===== config.mk =====
export PLATFORM = sky130hd
export DESIGN_NAME = uart_rx_flat
export DESIGN_NICKNAME = d
export VERILOG_FILES = /design/src/rtl/uart_rx_if.sv /design/src/rtl/uart_rx.sv /design/src/flat_wrapper.sv
export SDC_FILE = /design/constraint.sdc
export NUM_CORES = 1
export LEC_CHECK = 0
export BUFFER_PORTS_ARGS = -buffer_cell sky130_fd_sc_hd__buf_2
export CORE_MARGIN = 1
export CORE_UTILIZATION = 35
export CTS_CLUSTER_DIAMETER = 120
export DETAILED_ROUTE_END_ITERATION = 8
export GPL_TIMING_DRIVEN = 0
export PLACE_DENSITY_LB_ADDON = 0.3
export SLEW_MARGIN = 15
export SYNTH_ARGS = -nofsm -noshare
export SYNTH_HDL_FRONTEND = slang
export SYNTH_SLANG_ARGS = --single-unit

===== constraint.sdc =====
create_clock -name clk -period 4.3 [get_ports clk]
set_input_delay 0.215 -clock clk [delete_from_list [all_inputs] [get_ports clk]]
set_output_delay 0.215 -clock clk [all_outputs]
set_load 0.02 [all_outputs]

===== src/rtl/uart_rx_if.sv =====
// Register-read bus between a host and the UART receiver.
// rd_en is a one-cycle request with no back-pressure; rd_valid answers it exactly one cycle later and rd_data holds between answers.
interface uart_rx_if;
    logic       rd_en;
    logic [1:0] addr;
    logic [7:0] rd_data;
    logic       rd_valid;
    logic       rx_ready;

    modport master (output rd_en, output addr, input rd_data, input rd_valid, input rx_ready);
    modport slave  (input rd_en, input addr, output rd_data, output rd_valid, output rx_ready);
endinterface


===== src/rtl/uart_rx.sv =====
// 8N1 serial receiver with a small byte FIFO, sticky frame/overrun flags and a register read port.
// DEPTH must be a power of two of at least 2; DIVIDER must be at least 4.
module uart_rx #(
    parameter int DIVIDER = 104,
    parameter int DEPTH   = 4
) (
    input  logic       clk,
    input  logic       rst_n,
    input  logic       rx,
    uart_rx_if.slave   bus,
    output logic [2:0] dbg_state
);
    localparam int CW = $clog2(DIVIDER);
    localparam int AW = $clog2(DEPTH);

    typedef enum logic [2:0] {IDLE, START, DATA, STOP, BREAK} state_t;

    state_t        state;
    logic          rx_m, rx_s;
    logic [CW-1:0] cnt;
    logic [2:0]    bit_idx;
    logic [7:0]    shift;

    logic [7:0]    mem [DEPTH];
    logic [AW-1:0] wr_ptr, rd_ptr;
    logic [AW:0]   count;
    logic          frame, overrun;

    logic sample, full, pop, push_req, push, overrun_set, frame_set, status_rd;

    always_comb begin
        sample      = (cnt == '0);
        full        = (count == (AW+1)'(DEPTH));
        pop         = bus.rd_en && (bus.addr == 2'd0) && (count != '0);
        push_req    = (state == STOP) && sample && rx_s;
        // A pop in the same cycle frees the slot the new byte needs.
        push        = push_req && (!full || pop);
        overrun_set = push_req && full && !pop;
        frame_set   = (state == STOP) && sample && !rx_s;
        status_rd   = bus.rd_en && (bus.addr == 2'd1);
    end

    always_ff @(posedge clk) begin
        if (!rst_n) begin
            rx_m    <= 1'b1;
            rx_s    <= 1'b1;
            state   <= IDLE;
            cnt     <= '0;
            bit_idx <= '0;
            shift   <= '0;
        end else begin
            rx_m <= rx;
            rx_s <= rx_m;
            case (state)
                IDLE: begin
                    if (!rx_s) begin
                        state <= START;
                        cnt   <= CW'(DIVIDER / 2 - 1);
                    end
                end
                START: begin
                    if (sample) begin
                        cnt     <= CW'(DIVIDER - 1);
                        bit_idx <= '0;
                        state   <= rx_s ? IDLE : DATA;
                    end else begin
                        cnt <= cnt - 1'b1;
                    end
                end
                DATA: begin
                    if (sample) begin
                        cnt            <= CW'(DIVIDER - 1);
                        shift[bit_idx] <= rx_s;
                        bit_idx        <= bit_idx + 3'd1;
                        if (bit_idx == 3'd7) state <= STOP;
                    end else begin
                        cnt <= cnt - 1'b1;
                    end
                end
                STOP: begin
                    if (sample) begin
                        cnt   <= CW'(DIVIDER - 1);
                        state <= rx_s ? IDLE : BREAK;
                    end else begin
                        cnt <= cnt - 1'b1;
                    end
                end
                BREAK: begin
                    if (rx_s) state <= IDLE;
                end
                default: state <= IDLE;
            endcase
        end
    end

    always_ff @(posedge clk) begin
        if (push) mem[wr_ptr] <= shift;
    end

    always_ff @(posedge clk) begin
        if (!rst_n) begin
            wr_ptr       <= '0;
            rd_ptr       <= '0;
            count        <= '0;
            frame        <= 1'b0;
            overrun      <= 1'b0;
            bus.rd_data  <= 8'h00;
            bus.rd_valid <= 1'b0;
        end else begin
            if (push) wr_ptr <= wr_ptr + 1'b1;
            if (pop)  rd_ptr <= rd_ptr + 1'b1;
            case ({push, pop})
                2'b10:   count <= count + 1'b1;
                2'b01:   count <= count - 1'b1;
                default: count <= count;
            endcase
            // Setting outranks a simultaneous status-read clear.
            if (frame_set)      frame <= 1'b1;
            else if (status_rd) frame <= 1'b0;
            if (overrun_set)    overrun <= 1'b1;
            else if (status_rd) overrun <= 1'b0;

            bus.rd_valid <= bus.rd_en;
            if (bus.rd_en) begin
                case (bus.addr)
                    2'd0:    bus.rd_data <= pop ? mem[rd_ptr] : 8'h00;
                    2'd1:    bus.rd_data <= {5'b0, frame, overrun, (count != '0)};
                    default: bus.rd_data <= 8'h00;
                endcase
            end
        end
    end

    assign bus.rx_ready = (count != '0);
    assign dbg_state    = state;
endmodule


===== src/flat_wrapper.sv =====
// flat-port wrapper written by rule: the top's interface ports become plain ports
module uart_rx_flat 
#(
    parameter int DIVIDER = 104,
    parameter int DEPTH   = 4
)
  (clk, rst_n, rx, dbg_state, bus_rd_en, bus_addr, bus_rd_data, bus_rd_valid, bus_rx_ready);
  uart_rx_if bus_i ();
  input  logic clk;
  input  logic rst_n;
  input  logic rx;
  output logic [2:0] dbg_state;
  input wire logic [$bits(bus_i.rd_en)-1:0] bus_rd_en;
  input wire logic [$bits(bus_i.addr)-1:0] bus_addr;
  output wire logic [$bits(bus_i.rd_data)-1:0] bus_rd_data;
  output wire logic [$bits(bus_i.rd_valid)-1:0] bus_rd_valid;
  output wire logic [$bits(bus_i.rx_ready)-1:0] bus_rx_ready;
  assign bus_i.rd_en = bus_rd_en;
  assign bus_i.addr = bus_addr;
  assign bus_rd_data = bus_i.rd_data;
  assign bus_rd_valid = bus_i.rd_valid;
  assign bus_rx_ready = bus_i.rx_ready;
  uart_rx #(.DIVIDER(DIVIDER), .DEPTH(DEPTH)) u_core (.clk(clk), .rst_n(rst_n), .rx(rx), .bus(bus_i), .dbg_state(dbg_state));
endmodule

==> summary.md <==
| Metric | Value |
|---|---|
| Status | finished, final reports clean |
| Hold wc startpoint | rx |
| Synth cell types | 55 |
| Critical Path End | u_core.count[1] |
| TritonRoute pass-1 iters | 4 |
| Vias in the first global route | 2108 |
| Post-synth EDFFs | 32 |
| Post-route ant nets | 0 |
| Cells after Synth | 270 |
| Share of layout cells above drive strength 1 | 19.5% |
| RSZ-0062 raised after global routing | false |
| Crit Path Class | flop to flop |
| Clock Tree Buf Depth | 2 |
| Pleak | 1.38 nW |
| Routability cong. | 0.761 |
| Final-report setup violation count | 0 |
| CTS Root Cell | clkbuf_8 |
| Largest net degree at the start of global routing | 15 |
| Worst Setup End Kind | flop |
| Kind of start point of the critical path | flop |
| Post-Route Utilization | 41.6% |
| Mapped Avg Cell Area | 11.8 um^2 |
| # diodes | 0 |
| Clock Power Share | 41.8% |
| Ys async rst share | 0% |
| CTS resizes | 0 |
| Switching Fraction | 23.4% |
| Clock Latency Late Sink | 0.34 ns |
| Starting DRT DRC Count | 55 |
| CORE AREA | 0.00876 mm^2 |
| CTS tree | done |
| Die width | 97.6 um |
| Max-cap violations | 0 |
| Reg2Reg Depth | 10 |
| Commonest non-fill, non-tap cells in the layout | dfxtp_1 (43), edfxtp_1 (32), nor2_1 (23) |
| Pins over their slew limit | 0 |
| First-pass GRT wire length | 9960 um |
| Post-CTS Setup Repair Bufs | 0 |
| Port Buffers | 17 |
| Setup TNS | 0 ns |
| Initial Utilization | 36.5% |
| Final worst-path cycle share | 50.4% |
| Total CTS buffers | 9 |
| Hold Buf Count CTS | 0 |
| Sequential power share | a little over half |
| NetSw | between 0.3 and 0.4 mW |
| Hold Fails Final Rpt | 0 |
| Total gr overflow | 0 |
| CTS H-tree lvls | 3 |
| Most used DFF post-synth | dfxtp_1 |
| R2r startpoint | u_core.cnt[0] |
| Post-synth net total | 284 |
| Sink Count | 75 |
| Crit path from | u_core.cnt[0] |
| Commonest non-fill, non-tap cell in the layout | dfxtp_1 |
| R2R setup slack | roughly 2.1 ns |
| Tot Pwr | 1.44 mW |
| HPWL after detailed placement | 4180 um |
| HP Class | input pin to flop |
| WL final | 5990 um |
| Worst-Margin Slew | 0.566 ns |
| Fin nets | ~310 |
| Reg clk slew, reported paths | 0.08 ns |
| IO Pins | 19 |
| Maximum fanout along the worst path | 6 |
| Minimum clock period | 2.17 ns |
| Synth Warn # | 0 |
| Vias per inst | about 5 |
| Internal power | approximately 1.1 mW |
| Layout Area Growth over Synthesis | 13.9% |
| Synthesized area | about 0.0032 mm^2 |
| Critical R2R Capture | u_core.count[1] |
| Flops & latches, synth | 75 |
| Cells after DPL | 395 |
| Post-synthesis sequential area ratio | 57.0% |
| Fin Clk Skew | 0.00617 ns |
| Power per Cell Area | 396 mW/mm^2 |
| Gr usage total | 13.4% |
| Die area | 0.00952 mm^2 |
| Detailed-route via count | 2085 |
| Fmax | 461 MHz |
| WP data arrival | 2.40 ns |
| Gate power share | around 6.0% |
| Max_slew headroom | between 60% and 70% |
| Finished Layout Cells | 411 |
| Die H | 97.6 um |
| CP Data Required Time | 4.54 ns |
| Fillers | about 840 |
| Row count | 34 |
| DRC | 0 |
| VDD IR max | 148 uV |
| Post-DR wirelength/cell | 14.6 um |
| Initial antenna violation count | 0 |
-- registers in the layout, indices dropped and copies added (netlist names), named ones only --
name / cells
u_core.bit_idx: 3
u_core.count: 3
u_core.bus.rd_data: 8
u_core.bus.rd_valid: 1
u_core.mem: 32
u_core.rd_ptr: 2
u_core.overrun: 1
u_core.cnt: 7
u_core.rx_s: 1
u_core.dbg_state: 3
u_core.frame: 1
u_core.shift: 8
u_core.wr_ptr: 2
u_core.rx_m: 1
-- critical path, cell delays in order (launching register included) --
cell and delay (ns):
dfxtp_1 0.33, inv_1 0.06, ha_1 0.19, nor3b_2 0.32
nand3_1 0.20, nand2_2 0.16, inv_1 0.06, fa_1 0.43
nand2_1 0.07, a21oi_1 0.04, a41o_1 0.20
-- cell type report --
type | count | area [um^2] | share of cell area (%)
inverter | 8 | 30.0 | 0.824
multi-input combinational | 173 | 1280 | 35.0
tap | 108 | 135 | 3.71
clock buffer | 9 | 124 | 3.40
timing repair buffer | 17 | 85.1 | 2.34
clock inverter | 7 | 101 | 2.78
buffer | 14 | 68.8 | 1.89
sequential | 75 | 1820 | 50.0
-- worst min-delay path by stage --
stage                  endpoint  slack (ns)  cells past startpoint
global route        u_core.rx_m        0.06                      2
global placement    u_core.rx_m        0.40                      2
CTS                 u_core.rx_m        0.04                      2
detailed placement  u_core.rx_m        0.40                      2
finish              u_core.rx_m        0.06                      2
floorplan           u_core.rx_m        0.32                      1
-- per-stage QoR --
stage / setup WS, ns / hold slack (ns) / cell area (um^2)
after global routing: 1.93 / 0.0591 / 3640
after CTS: 2.12 / 0.0358 / 3640
after detailed placement: 2.15 / 0.402 / 3420
final: 2.13 / 0.0573 / 3640
after global placement: 2.13 / 0.399 / 3420
after floorplan: 2.16 / 0.316 / 3200
-- cell families after synthesis --
family                     synth area share, %
DFF                                       57.0
xor gates and xnor gates                 0.822
buffers and inverters                     3.09
adders and majority gates                 3.37
muxes                                     7.87
and+or+nand+nor                           17.1
AOI/OAI and AO/OA                         10.7
-- synth_stat cells, drive strengths merged, types with 6 or more instances --
| library cell | number | area, um^2 |
|---|---|---|
| nor3 | 8 | 40.0 |
| nor2b | 8 | 57.6 |
| clkbuf | 8 | 30.0 |
| a21oi | 17 | 85.1 |
| mux4 | 8 | 180 |
| inv | 8 | 30.0 |
| mux2i | 6 | 60.1 |
| dfxtp | 43 | 861 |
| buf | 6 | 38.8 |
| ha | 7 | 87.6 |
| nand2 | 18 | 70.1 |
| nor2 | 23 | 86.3 |
| edfxtp | 32 | 961 |
| nand2b | 6 | 40.0 |
-- layer usage --
| layer | track usage, % | up-vias | part of all wire [%] |
|---|---|---|---|
| met2 | 21.9 | 24 | 47 |
| met3 | 3.60 | 6 | 2.7 |
| met5 | 0 | - | 0 |
| met4 | 4.75 | 0 | 1.4 |
| met1 | 17.1 | 999 | 48 |
| li1 | - | 1056 | - |
-- power by group through the flow --
| stage | clock network [mW] | logic [mW] | registers, mW |
|---|---|---|---|
| after global placement | 0 | 0.0872 | 0.769 |
| after global routing | 0.651 | 0.0976 | 0.754 |
| after detailed placement | 0 | 0.0872 | 0.769 |
| after CTS | 0.618 | 0.0880 | 0.752 |
| after floorplan | 0 | 0.0646 | 0.768 |
| final | 0.604 | 0.0872 | 0.752 |
No activity file was read; power rests on OpenSTA's default activity.
